## config.mk

```make
export PLATFORM = sky130hd
export DESIGN_NAME = pc_stack_unit
export DESIGN_NICKNAME = d
export VERILOG_FILES = /design/src/rtl/pc_stack_unit.sv
export SDC_FILE = /design/constraint.sdc
export NUM_CORES = 1
export LEC_CHECK = 0
export ABC_AREA = 1
export CORE_MARGIN = 2
export CORE_UTILIZATION = 50
export CTS_CLUSTER_SIZE = 20
export DETAILED_ROUTE_END_ITERATION = 12
export GPL_TIMING_DRIVEN = 0
export HOLD_SLACK_MARGIN = 0.15
export PLACE_DENSITY = 0.74
export SETUP_SLACK_MARGIN = 0.02
export SYNTH_ARGS = -nofsm -noshare
export SYNTH_HDL_FRONTEND = slang
export SYNTH_SLANG_ARGS = --single-unit
```

## constraint.sdc

```tcl
create_clock -name clk -period 2.3 [get_ports clk]
set_input_delay 0.69 -clock clk [delete_from_list [all_inputs] [get_ports clk]]
set_output_delay 0.69 -clock clk [all_outputs]
set_load 0.01 [all_outputs]
```

## src/rtl/pc_stack_unit.sv

```systemverilog
// rtl/pc_stack_unit.sv - program counter and hardware return stack for the PIC16F1826 core
// Define STACK_ERR_EN to add the occupancy count and sticky overflow/underflow flags.
module pc_stack_unit #(
    parameter int              AW      = 11,
    parameter int              DEPTH   = 16,
    parameter logic [AW-1:0]   RST_VEC = '0,
    parameter logic [AW-1:0]   IRQ_VEC = AW'(4)
) (
    input  logic          clk,
    input  logic          rst,
    input  logic          pc_en,
    input  logic [2:0]    pc_op,
    input  logic [AW-1:0] k_addr,
    input  logic [8:0]    rel_off,
    input  logic          irq,
    output logic [AW-1:0] pc_out,
    output logic [4:0]    stk_ptr,
    output logic          stk_ovf,
    output logic          stk_unf
);
    localparam int PW = (DEPTH > 1) ? $clog2(DEPTH) : 1;

    localparam logic [2:0] OP_INC  = 3'd0;
    localparam logic [2:0] OP_SKIP = 3'd1;
    localparam logic [2:0] OP_GOTO = 3'd2;
    localparam logic [2:0] OP_CALL = 3'd3;
    localparam logic [2:0] OP_RET  = 3'd4;
    localparam logic [2:0] OP_BRA  = 3'd5;
    localparam logic [2:0] OP_HOLD = 3'd6;

    logic [AW-1:0] pc_q, pc_d;
    logic [PW-1:0] ptr_q, ptr_d;
    logic [AW-1:0] stack_q [DEPTH];

    logic          push_req, pop_req;
    logic          do_push, do_pop;
    logic [AW-1:0] push_data, pc_tgt, pc_inc, pop_data;
    logic [PW-1:0] rd_idx;

    assign pc_inc   = pc_q + AW'(1);
    assign rd_idx   = ptr_q - PW'(1);
    assign pop_data = stack_q[rd_idx];

    // Decode the requested control transfer; irq outranks whatever the decoder asked for.
    always_comb begin
        push_req  = 1'b0;
        pop_req   = 1'b0;
        push_data = pc_inc;
        pc_tgt    = pc_inc;
        if (irq) begin
            push_req  = 1'b1;
            push_data = pc_q;
            pc_tgt    = IRQ_VEC;
        end else begin
            case (pc_op)
                OP_INC:  pc_tgt = pc_inc;
                OP_SKIP: pc_tgt = pc_q + AW'(2);
                OP_GOTO: pc_tgt = k_addr;
                OP_CALL: begin
                    push_req = 1'b1;
                    pc_tgt   = k_addr;
                end
                OP_RET: begin
                    pop_req = 1'b1;
                    pc_tgt  = pop_data;
                end
                OP_BRA:  pc_tgt = pc_inc + AW'($signed(rel_off));
                OP_HOLD: pc_tgt = pc_q;
                default: pc_tgt = pc_inc;
            endcase
        end
    end

`ifdef STACK_ERR_EN
    logic [PW:0] cnt_q, cnt_d;
    logic        ovf_q, ovf_d, unf_q, unf_d;
    logic        full, empty;

    assign full  = (cnt_q == (PW+1)'(DEPTH));
    assign empty = (cnt_q == '0);

    always_comb begin
        do_push = pc_en && push_req && !full;
        do_pop  = pc_en && pop_req && !empty;
        ovf_d   = ovf_q | (pc_en && push_req && full);
        unf_d   = unf_q | (pc_en && pop_req && empty);
        cnt_d   = cnt_q;
        if (do_push) cnt_d = cnt_q + (PW+1)'(1);
        if (do_pop)  cnt_d = cnt_q - (PW+1)'(1);
        pc_d = pc_q;
        if (pc_en) pc_d = (pop_req && empty) ? RST_VEC : pc_tgt;
    end

    always_ff @(posedge clk) begin
        if (rst) begin
            cnt_q <= '0;
            ovf_q <= 1'b0;
            unf_q <= 1'b0;
        end else begin
            cnt_q <= cnt_d;
            ovf_q <= ovf_d;
            unf_q <= unf_d;
        end
    end

    assign stk_ovf = ovf_q;
    assign stk_unf = unf_q;
`else
    // Circular stack: pointer simply wraps, overflow silently overwrites the oldest entry.
    always_comb begin
        do_push = pc_en && push_req;
        do_pop  = pc_en && pop_req;
        pc_d    = pc_en ? pc_tgt : pc_q;
    end

    assign stk_ovf = 1'b0;
    assign stk_unf = 1'b0;
`endif

    always_comb begin
        ptr_d = ptr_q;
        if (do_push) ptr_d = ptr_q + PW'(1);
        if (do_pop)  ptr_d = rd_idx;
    end

    always_ff @(posedge clk) begin
        if (rst) begin
            pc_q  <= RST_VEC;
            ptr_q <= '0;
        end else begin
            pc_q  <= pc_d;
            ptr_q <= ptr_d;
        end
    end

    always_ff @(posedge clk) begin
        if (!rst && do_push) stack_q[ptr_q] <= push_data;
    end

    assign pc_out  = pc_q;
    assign stk_ptr = 5'(ptr_q);
endmodule

```

==> results of run 1 <==
[power by group through the flow]
stage	Clock, mW	Sequential, mW	Combinational [mW]
6_report	2.78	3.85	1.54
5_1_grt	2.90	3.85	1.63
4_1_cts	2.78	3.85	1.38
3_5_place_dp	0	3.93	1.20
3_3_place_gp	0	3.93	1.17
2_1_floorplan	0	3.93	0.761
[area by class of cell]
| cell class | count | share of cell area, % |
|---|---|---|
| buffer | 44 | 2.84 |
| clock buffer | 17 | 3.55 |
| clock inverter | 14 | 1.00 |
| inverter | 59 | 1.99 |
| multi-input combinational | 652 | 31.3 |
| sequential | 191 | 46.8 |
| tap | 229 | 2.39 |
| timing repair buffer | 118 | 10.1 |
[synth_stat cells, drive strengths merged]
cell    number  share of area [%]
nor4         1              0.068
inv         58                2.4
a22oi        3               0.24
nand4        8               0.54
a221oi       2               0.19
o221ai       1              0.095
xor2        10               0.95
a21o         2               0.16
a31oi        1              0.068
fa           1               0.22
a32oi        1              0.095
nand3      179                9.9
conb         1              0.041
nand2      281                 11
o211ai       2               0.16
buf         33                2.3
o21ai       29                1.6
dfxtp       15                3.3
nor3         5               0.27
o21a         2               0.16
xnor2        4               0.46
nand3b       1              0.082
or2          3               0.20
clkbuf      12               0.53
clkinv       1              0.041
nor2        46                2.0
a21oi       47                2.6
and3         1              0.068
o21bai       3               0.24
edfxtp     176                 57
ha          16                2.2
[sequential cells by signal, summed over array words and instances (netlist names)]
signal   cells
stack_q    176
pc_out      11
ptr_q        4
[metal layers]
layer  vias up  GRT usage, %
met5         -             0
met4         0          15.3
li1       3541             -
met2       623          47.4
met1      3787          40.3
met3       155          5.54
[worst max path at each step]
stage	startpoint	to	slack (ns)	cells past startpoint
floorplan	pc_op[1]	stack_q[12][0]$_DFFE_PP_	-0.06	8
global placement	pc_op[1]	stack_q[2][3]$_DFFE_PP_	-1.48	9
detailed placement	pc_op[1]	stack_q[6][3]$_DFFE_PP_	-1.53	9
CTS	pc_out[1]$_SDFFE_PP0P_	pc_out[10]$_SDFFE_PP0P_	-0.12	18
global route	ptr_q[0]$_SDFFE_PP0P_	pc_out[10]$_SDFFE_PP0P_	-0.24	13
finish	pc_op[1]	stack_q[10][7]$_DFFE_PP_	-0.18	11
[through the flow]
| step | total power [mW] | TNS, ns |
|---|---|---|
| after detailed placement | 5.13 | -254.50 |
| final | 8.17 | -12.16 |
| after global routing | 8.38 | -15.51 |
| after global placement | 5.11 | -341.67 |
| after floorplan | 4.69 | -10.21 |
| after CTS | 8.01 | -0.317 |
[repair_timing]
| item | 4_1_cts | 5_1_grt |
|---|---|---|
| buffers inserted | 53 | 13 |
| gates cloned | 1 | 0 |
| pin swaps | 39 | 42 |
| resized for setup | 143 | 62 |
| setup endpoints to repair | 205 | 188 |
[kinds of logic (layout without fill, tap and decap cells)]
group	after synthesis	in the layout
AO/OA/AOI/OAI	93	93
XOR/XNOR	14	14
adder cells (fa/ha/maj)	17	17
buffers and inverters	104	252
flip-flops	191	191
other	1	3
AND/OR/NAND/NOR	525	525
[worst reg2reg max path, cell delays in order (launching register included)]
cell	delay [ns]
dfxtp_4	0.38
inv_8	0.10
buf_12	0.14
ha_2	0.30
xor2_1	0.26
buf_4	0.25
nand3_1	0.18
nand2_1	0.14
nor2_1	0.07
nor2_2	0.26
nor2_1	0.07
nand2_1	0.07
nand2_1	0.07
a21oi_2	0.12
==> impl_metrics.py, run 1 <==
metrics = {
    "run_status": {
        "outcome": "complete, but fails checks",
        "violations": "negative setup slack",
    },
    "cts": {
        "clkTransAtPathRegs_ns": 0.07,
        "cts.sinks": 191,
        "numCtsBuffers": 17,
        "cts.path.max_buffers": 2,
        "root_buffer": "clkbuf_16",
        "cts_tree": "built",
        "cts_hold_buf": 0,
        "clk_latency_ns": 0.44,
        "htreeDepth": 4,
    },
    "place": {
        "placed_area_sq_um": 10000,
        "globalplace.congestion": 0.934,
        "hpwl_um": 17600,
        "dp.cells": 1227,
        "portBuffers": 40,
        "pre_cts_slack_ns": -1.53,
    },
    "route": {
        "dr_total_vias": 8106,
        "wl_met3_um": 3390,
        "antenna_left": 0,
        "wl_per_cell_um": 22.8,
        "highest_layer": "met4",
        "first_pass_iters": 6,
        "routed-wl-met2_um": 14100,
        "via_per_inst": 6.12,
        "wl_met1_um": 10900,
        "drtIter0Drc": 1255,
        "drc": 0,
        "routed_wl_um": 30200,
    },
    "logic_synthesis": {
        "synth_fa_ha_area_share_pct": 2.39,
        "ys_ff_latch": 191,
        "synth_area_per_cell_sq_um": 9.73,
        "syn-cell-area_sq_um": 9200,
        "synth.mux.area_fraction_pct": 0,
        "synth_compound_area_share_pct": 5.57,
        "synth-simple-area-share_pct": 24.6,
        "yosysWarnings": 0,
        "syn_inst": 945,
        "ys_seq_area_share_pct": 60.7,
        "synth_top_family_by_area": "simple AND/OR/NAND/NOR gates",
        "synth_cell_type_count": 41,
        "synth_xor_xnor_area_share_pct": 1.42,
    },
    "global_routing": {
        "grt_pass1_vias": 7528,
        "overflow": 0,
        "antenna_found_initial": 0,
        "track_usage_pct": 30.1,
        "grt_max_degree": 19,
        "grt_pass1_wl_um": 44000,
    },
    "layout": {
        "antenna_cells": 0,
        "fillCellCount": 1288,
        "final_area_sq_um": 12000,
        "drive_gt1_share_pct": 24.1,
        "layout_commonest_cell": "nand2_1",
        "seqCellArea_sq_um": 5620,
        "fin_util_pct": 66.6,
        "mostFrequentLayoutCells": "nand2_1, edfxtp_1, nand3_1, buf_4, inv_1",
        "final_cells": 1324,
        "syn_to_final_growth_pct": 30.5,
        "layout.nets": 1127,
        "multiInputGateArea_sq_um": 3750,
    },
    "worst_setup_path": {
        "cp_cell_sequence": "clkdlybuf4s50_1, inv_1, nor2_4, nand2_1, a21oi_2, inv_2, nor2_4, buf_4, nand2_4, nor2_4, buf_8",
        "cp-start-kind": "primary input",
        "rrSetupSlack_ns": -0.17,
        "cp_max_fo": 6,
        "criticalPathCategory": "primary input to flop",
        "cpLargestDelayFamily": "buffers and inverters",
        "timing.rr.end": "pc_out[10]$_SDFFE_PP0P_",
        "slowest_stage": "clkdlybuf4s50_1",
        "cp-end-kind": "flop",
        "path_buf_inv": 5,
        "r2r-start": "ptr_q[0]$_SDFFE_PP0P_",
        "worst-endpoint-required_ns": 2.44,
        "arrival_ns": 2.63,
        "cpPeakStageDelay_ns": 0.49,
        "cpMostUsedCell": "nor2_4",
        "rr_worst_depth": 13,
    },
    "flow_run": {
        "drv_cap": 0,
    },
    "power_and_ir_drop": {
        "ir_drop_mv": 0.559,
        "pwr-share-comb_pct": 18.8,
        "p_sw_mw": 2.37,
        "clkPwrFrac_pct": 34.0,
        "p_leak_nw": 4.68,
        "seqPwrFrac_pct": 47.2,
        "switching_share_pct": 29.0,
        "intPower_mw": 5.80,
        "powerDensity_nw_per_um2": 681,
    },
    "timing": {
        "hold_slack_ns": 0.523,
        "worst_slew_pin_slew_ns": 1.18,
        "max_freq_mhz": 403,
        "finalHoldViolations": 0,
        "rsz0062_at_grt": "true",
        "fin_skew_ns": 0.0166,
        "min_period_over_period_pct": 108,
        "setup_ws_ns": -0.183,
        "slew_headroom_pct": 20.9,
        "min_period_ns": 2.48,
        "slew_violations": 0,
        "setup_viol_count_final": 143,
    },
    "die": {
        "rows": 49,
        "io_pins": 45,
        "design.die.area_sq_um": 19500,
        "fp.dieW_um": 140,
        "placeableCoreArea_sq_um": 18000,
        "start_util_pct": 51.0,
        "die_h_um": 140,
    },
    "worst_hold_path": {
        "hold_class": "flop to flop",
        "hold_end": "pc_out[8]$_SDFFE_PP0P_",
        "min_path_cells": 2,
        "hold_path_startpoint": "pc_out[8]$_SDFFE_PP0P_",
    },
}
Note: power is estimated with default switching activity, not from simulation.
==> inputs of run 2 (changes only) <==
--- a/config.mk
+++ b/config.mk
@@ -5,7 +5,6 @@
 export SDC_FILE = /design/constraint.sdc
 export NUM_CORES = 1
 export LEC_CHECK = 0
-export ABC_AREA = 1
 export CORE_MARGIN = 2
 export CORE_UTILIZATION = 50
 export CTS_CLUSTER_SIZE = 20
@@ -14,6 +13,7 @@
 export HOLD_SLACK_MARGIN = 0.15
 export PLACE_DENSITY = 0.74
 export SETUP_SLACK_MARGIN = 0.02
+export SKIP_LAST_GASP = 1
 export SYNTH_ARGS = -nofsm -noshare
 export SYNTH_HDL_FRONTEND = slang
 export SYNTH_SLANG_ARGS = --single-unit
==> impl_metrics.py, run 2 <==
metrics = {
    "worst_hold_path": {
        "hold_path_startpoint": "ptr_q[1]$_SDFFE_PP0P_",
        "min_path_cells": 2,
        "hold_end": "ptr_q[1]$_SDFFE_PP0P_",
        "hold_class": "flop to flop",
    },
    "die": {
        "start_util_pct": 51.3,
        "io_pins": 45,
        "die_h_um": 138,
        "rows": 48,
        "fp.dieW_um": 138,
        "placeableCoreArea_sq_um": 17400,
        "design.die.area_sq_um": 19000,
    },
    "layout": {
        "syn_to_final_growth_pct": 34.0,
        "final_area_sq_um": 12000,
        "antenna_cells": 0,
        "layout_commonest_cell": "edfxtp_1",
        "largest_reg_flops": 176,
        "layout.nets": 749,
        "fillCellCount": 1106,
        "mostFrequentLayoutCells": "edfxtp_1, buf_4, mux4_2, clkdlybuf4s50_1, buf_12",
        "drive_gt1_share_pct": 39.4,
        "regMostFlops": "stack_q",
    },
    "logic_synthesis": {
        "synth.top_cell.area_share_pct": 59.1,
        "ys.flop_type": "edfxtp_1",
        "yosysTopAreaCell": "edfxtp_1",
        "syn_inst": 579,
        "yosysWarnings": 0,
        "synth-edff-count": 176,
        "ys_ff_latch": 191,
        "synth_cell_type_count": 66,
        "synth.most_common_cell": "edfxtp_1",
        "synth_top_cells_by_count": "edfxtp_1, nor2_1, mux4_2",
        "synth_area_per_cell_sq_um": 15.4,
        "async_flop_share_pct": 0,
        "ys_seq_area_share_pct": 62.5,
        "synth_area_leaders": "edfxtp_1, mux4_2, dfxtp_1",
        "syn-cell-area_sq_um": 8940,
    },
    "worst_setup_path": {
        "cp_cell_sequence": "buf_12, buf_12, inv_8, ha_4, buf_12, mux4_2, mux2_4, o211ai_1, o41a_1, a211oi_2",
        "criticalPathCategory": "flop to flop",
        "rr_worst_depth": 10,
        "cpMostUsedCell": "buf_12",
        "slowest_stage": "o211ai_1",
        "cpPeakStageDelay_ns": 0.42,
        "cp-end-kind": "flop",
        "cp_max_fo": 6,
        "timing.rr.end": "pc_out[9]$_SDFFE_PP0P_",
        "cp-start-kind": "flop",
        "r2r-start": "ptr_q[0]$_SDFFE_PP0P_",
        "rrSetupSlack_ns": -0.30,
        "path_buf_inv": 4,
        "arrival_ns": 2.89,
        "cpLargestDelayFamily": "compound AO/OA/AOI/OAI gates",
        "worst-endpoint-required_ns": 2.59,
    },
    "route": {
        "drtIter0Drc": 589,
        "first_pass_iters": 5,
        "via_per_inst": 6.26,
        "wl_per_cell_um": 26.4,
        "drc": 0,
        "routed_wl_um": 24900,
        "antenna_left": 0,
        "dr_total_vias": 5901,
    },
    "cts": {
        "cts_hold_buf": 0,
        "htreeDepth": 4,
        "cts.path.max_buffers": 2,
        "cts_tree": "built",
        "cts.sinks": 191,
        "numCtsBuffers": 17,
        "clkTransAtPathRegs_ns": 0.07,
        "clk_latency_ns": 0.43,
        "root_buffer": "clkbuf_16",
    },
    "timing": {
        "slew_headroom_pct": 43.8,
        "min_period_ns": 2.60,
        "hold_slack_ns": 0.628,
        "fin_skew_ns": 0.00773,
        "setup_ws_ns": -0.300,
        "finalHoldViolations": 0,
        "fin_tns_setup_ns": -2.04,
        "slew_violations": 0,
        "max_freq_mhz": 385,
        "rsz0062_at_grt": "true",
        "setup_viol_count_final": 11,
        "worst_slew_pin_slew_ns": 0.839,
        "min_period_over_period_pct": 113,
    },
    "global_routing": {
        "grt_max_degree": 17,
        "grt_pass1_wl_um": 35200,
        "grt_pass1_vias": 5849,
        "antenna_found_initial": 0,
        "track_usage_pct": 26.3,
        "overflow": 0,
    },
    "place": {
        "placed_area_sq_um": 9900,
        "hpwl_um": 14900,
        "globalplace.congestion": 0.920,
        "portBuffers": 40,
    },
    "power_and_ir_drop": {
        "p_total_mw": 8.62,
        "ir_drop_mv": 0.523,
        "p_leak_nw": 4.06,
        "powerDensity_nw_per_um2": 719,
    },
    "run_status": {
        "outcome": "complete, but fails checks",
        "violations": "negative setup slack",
    },
    "flow_run": {
        "drv_cap": 0,
    },
}
==> run 2: cell types whose count changed after synthesis, sizes merged, moves of 15 or more <==
cell   before  now
nand2     281   32
nand3     179    7
inv        58    6
mux4        0   46
a21oi      47   16
buf        33   17
xnor2       4   19
==> run 2: worst max path at each step <==
stage / slack, ns / cells after the start / startpoint / endpoint
finish: -0.30 / 10 / ptr_q[0]$_SDFFE_PP0P_ / pc_out[9]$_SDFFE_PP0P_
global placement: -1.03 / 7 / pc_op[0] / stack_q[0][1]$_DFFE_PP_
CTS: -0.26 / 12 / ptr_q[0]$_SDFFE_PP0P_ / pc_out[8]$_SDFFE_PP0P_
floorplan: -0.21 / 12 / pc_out[1]$_SDFFE_PP0P_ / pc_out[10]$_SDFFE_PP0P_
global route: -0.37 / 12 / pc_out[1]$_SDFFE_PP0P_ / pc_out[10]$_SDFFE_PP0P_
detailed placement: -1.07 / 7 / pc_op[0] / stack_q[0][1]$_DFFE_PP_
==> run 2: area by class of cell <==
| type | instances | area [sq um] | area share [%] |
|---|---|---|---|
| flip-flops and latches | 191 | 5610 | 46.8 |
| multi-input cells | 348 | 3830 | 32.0 |
| repair buffers | 109 | 1250 | 10.4 |
| clock buffers | 18 | 429 | 3.58 |
| plain buffers | 32 | 359 | 3.00 |
| well taps | 225 | 282 | 2.35 |
| clock inverters | 14 | 186 | 1.56 |
| inverters | 6 | 33.8 | 0.282 |
==> run 2: cells by family (layout without fill, tap and decap cells) <==
family          count (synthesis)  after routing  share of synthesized area [%]
mux                            64             64                           14.0
buf+inv                        42            179                           2.98
compound gates                105            105                           7.92
simple gates                  124            124                           6.39
other cells                     1              3                         0.0419
fa+ha+maj                      17             17                           2.46
flops                         191            191                           62.5
xor+xnor                       35             35                           3.75
==> run 2: per-stage QoR <==
stage	std cells	utilization (%)	worst slack (ns)
2_1_floorplan	581	-	-0.209
3_5_place_dp	846	56.9	-1.07
6_report	943	68.8	-0.300
3_3_place_gp	846	56.9	-1.03
5_1_grt	943	68.8	-0.367
4_1_cts	924	66.2	-0.263
==> run 2: worst register-to-register path, stage by stage (launching register included) <==
cell and delay, ns:
dfxtp_4 0.41, buf_12 0.12, buf_12 0.10, inv_8 0.03
ha_4 0.33, buf_12 0.14, mux4_2 0.30, mux2_4 0.28
o211ai_1 0.42, o41a_1 0.26, a211oi_2 0.07
==> run 2: repair_timing <==
action	CTS	global route
gates resized for setup	97	51
setup endpoints to repair	367	210
cloned	0	0
pin swaps	36	40
setup buffers	48	22
==> run 2: where the power goes <==
group	internal (mW)	switching [mW]
Combinational	0.859	0.800
Clock	1.82	1.28
Sequential	3.83	0.0282
Total	6.51	2.11
==> run 2: layer usage <==
layer | vias to the layer above | global-route usage, % | wire length (um)
li1 | 2528 | - | -
met1 | 2994 | 34.0 | 9550
met2 | 321 | 42.3 | 12300
met3 | 58 | 7.17 | 2210
met4 | 0 | 11.2 | 857
met5 | - | 0 | 0
==> inputs of run 3 (changes only) <==
--- a/config.mk
+++ b/config.mk
@@ -5,6 +5,7 @@
 export SDC_FILE = /design/constraint.sdc
 export NUM_CORES = 1
 export LEC_CHECK = 0
+export CORE_ASPECT_RATIO = 0.7
 export CORE_MARGIN = 2
 export CORE_UTILIZATION = 50
 export CTS_CLUSTER_SIZE = 20
==> impl_metrics.py, run 3 (synthesized netlist as in run 2, its figures left out) <==
metrics = {
    "die": {
        "die_h_um": 116,
        "design.die.area_sq_um": 19000,
        "placeableCoreArea_sq_um": 17300,
        "fp.dieW_um": 164,
        "rows": 40,
        "start_util_pct": 51.6,
        "io_pins": 45,
    },
    "run_status": {
        "outcome": "complete, but fails checks",
        "violations": "negative setup slack",
    },
    "place": {
        "hpwl_um": 16100,
        "globalplace.congestion": 0.969,
        "portBuffers": 40,
        "placed_area_sq_um": 9910,
    },
    "power_and_ir_drop": {
        "ir_drop_mv": 0.549,
        "powerDensity_nw_per_um2": 722,
        "p_leak_nw": 4.10,
    },
    "global_routing": {
        "grt_pass1_wl_um": 37000,
        "grt_pass1_vias": 5932,
        "track_usage_pct": 27.8,
        "antenna_found_initial": 0,
        "grt_max_degree": 19,
        "overflow": 0,
    },
    "timing": {
        "min_period_ns": 2.76,
        "slew_violations": 0,
        "min_period_over_period_pct": 120,
        "setup_ws_ns": -0.457,
        "max_freq_mhz": 363,
        "fin_skew_ns": 0.0126,
        "hold_slack_ns": 0.617,
        "fin_tns_setup_ns": -8.39,
        "rsz0062_at_grt": "true",
        "setup_viol_count_final": 43,
        "worst_slew_pin_slew_ns": 1.01,
        "slew_headroom_pct": 32.3,
        "finalHoldViolations": 0,
    },
    "layout": {
        "mostFrequentLayoutCells": "edfxtp_1, buf_4, mux4_2, clkdlybuf4s50_1, nand2_1",
        "regMostFlops": "stack_q",
        "layout_commonest_cell": "edfxtp_1",
        "antenna_cells": 0,
        "syn_to_final_growth_pct": 33.0,
        "fillCellCount": 1122,
        "largest_reg_flops": 176,
        "final_area_sq_um": 11900,
        "layout.nets": 768,
        "fin_util_pct": 68.7,
        "drive_gt1_share_pct": 38.5,
    },
    "route": {
        "routed_wl_um": 26400,
        "first_pass_iters": 7,
        "via_per_inst": 6.45,
        "dr_total_vias": 6243,
        "antenna_left": 0,
        "drc": 0,
        "drtIter0Drc": 917,
        "wl_per_cell_um": 27.3,
    },
    "cts": {
        "root_buffer": "clkbuf_16",
        "cts.path.max_buffers": 2,
        "clk_latency_ns": 0.44,
        "cts_hold_buf": 0,
        "numCtsBuffers": 17,
        "clkTransAtPathRegs_ns": 0.07,
        "cts_tree": "built",
        "cts.sinks": 191,
        "htreeDepth": 4,
    },
    "worst_setup_path": {
        "cpMostUsedCell": "buf_4",
        "arrival_ns": 3.12,
        "path_buf_inv": 8,
        "worst-endpoint-required_ns": 2.66,
        "slowest_stage": "dfxtp_4",
        "criticalPathCategory": "flop to flop",
        "cp_cell_sequence": "ha_4, and4_4, nand4_1, buf_4, buf_4, buf_4, buf_4, buf_4, buf_4, buf_4, buf_4, xor2_1, o211ai_1, a31oi_1, a211oi_2",
        "cpPeakStageDelay_ns": 0.39,
        "cp-start-kind": "flop",
        "cp-end-kind": "flop",
        "cpLargestDelayFamily": "buffers and inverters",
        "cp_max_fo": 5,
    },
    "worst_hold_path": {
        "hold_class": "flop to flop",
    },
    "flow_run": {
        "drv_cap": 0,
    },
}
## run 3: path summary, 6_finish.rpt
path              slack [ns]  cells after the start              startpoint                     end
setup / recovery       -0.46                     15  pc_out[1]$_SDFFE_PP0P_  pc_out[9]$_SDFFE_PP0P_
hold / removal          0.62                      2   ptr_q[1]$_SDFFE_PP0P_   ptr_q[1]$_SDFFE_PP0P_
setup reg to reg       -0.46                     15  pc_out[1]$_SDFFE_PP0P_  pc_out[9]$_SDFFE_PP0P_
hold reg to reg         0.62                      2   ptr_q[1]$_SDFFE_PP0P_   ptr_q[1]$_SDFFE_PP0P_
## run 3: per-layer routing
layer	up-vias	GRT usage, %	routed length [um]
met5	-	0	0
met4	0	7.84	482
li1	2579	-	-
met1	3166	40.0	10700
met3	58	9.27	3110
met2	440	40.9	12100
## run 3: report_power, final
part	total [mW]	switching [mW]	internal (mW)
Clock	3.00	1.36	1.64
Sequential	3.85	0.0242	3.82
Combinational	1.74	0.835	0.904
Total	8.59	2.22	6.37
## run 3: what timing repair did
item | CTS | global route
resized for setup | 95 | 23
setup buffers | 57 | 25
pin swaps | 38 | 27
hold endpoints to repair | 0 | 0
cloned | 2 | 1
endpoints found under the setup margin | 367 | 267
## run 3: cell type report
type                            instances  area (sq um)  area share [%]
Buffer                                 35           430            3.62
Clock buffer                           17           425            3.58
Clock inverter                         15           173            1.45
Inverter                                6          33.8           0.284
Multi-Input combinational cell        348          3630            30.5
Sequential cell                       191          5610            47.1
Tap cell                              231           289            2.43
Timing Repair Buffer                  125          1310            11.0
## run 3: worst min-delay path, delay by kind of cell, from the launching register on
kind,cells,cell delay [ns]
flops,1,0.37
mux,1,0.15
simple gates,1,0.05
## run 3: through the flow
step | cells | setup WS [ns] | total power [mW]
after floorplan | 581 | -0.209 | 4.80
after global placement | 852 | -1.01 | 5.15
after detailed placement | 852 | -1.17 | 5.17
after CTS | 942 | -0.365 | 8.45
after global routing | 968 | -0.527 | 8.83
final | 968 | -0.457 | 8.59
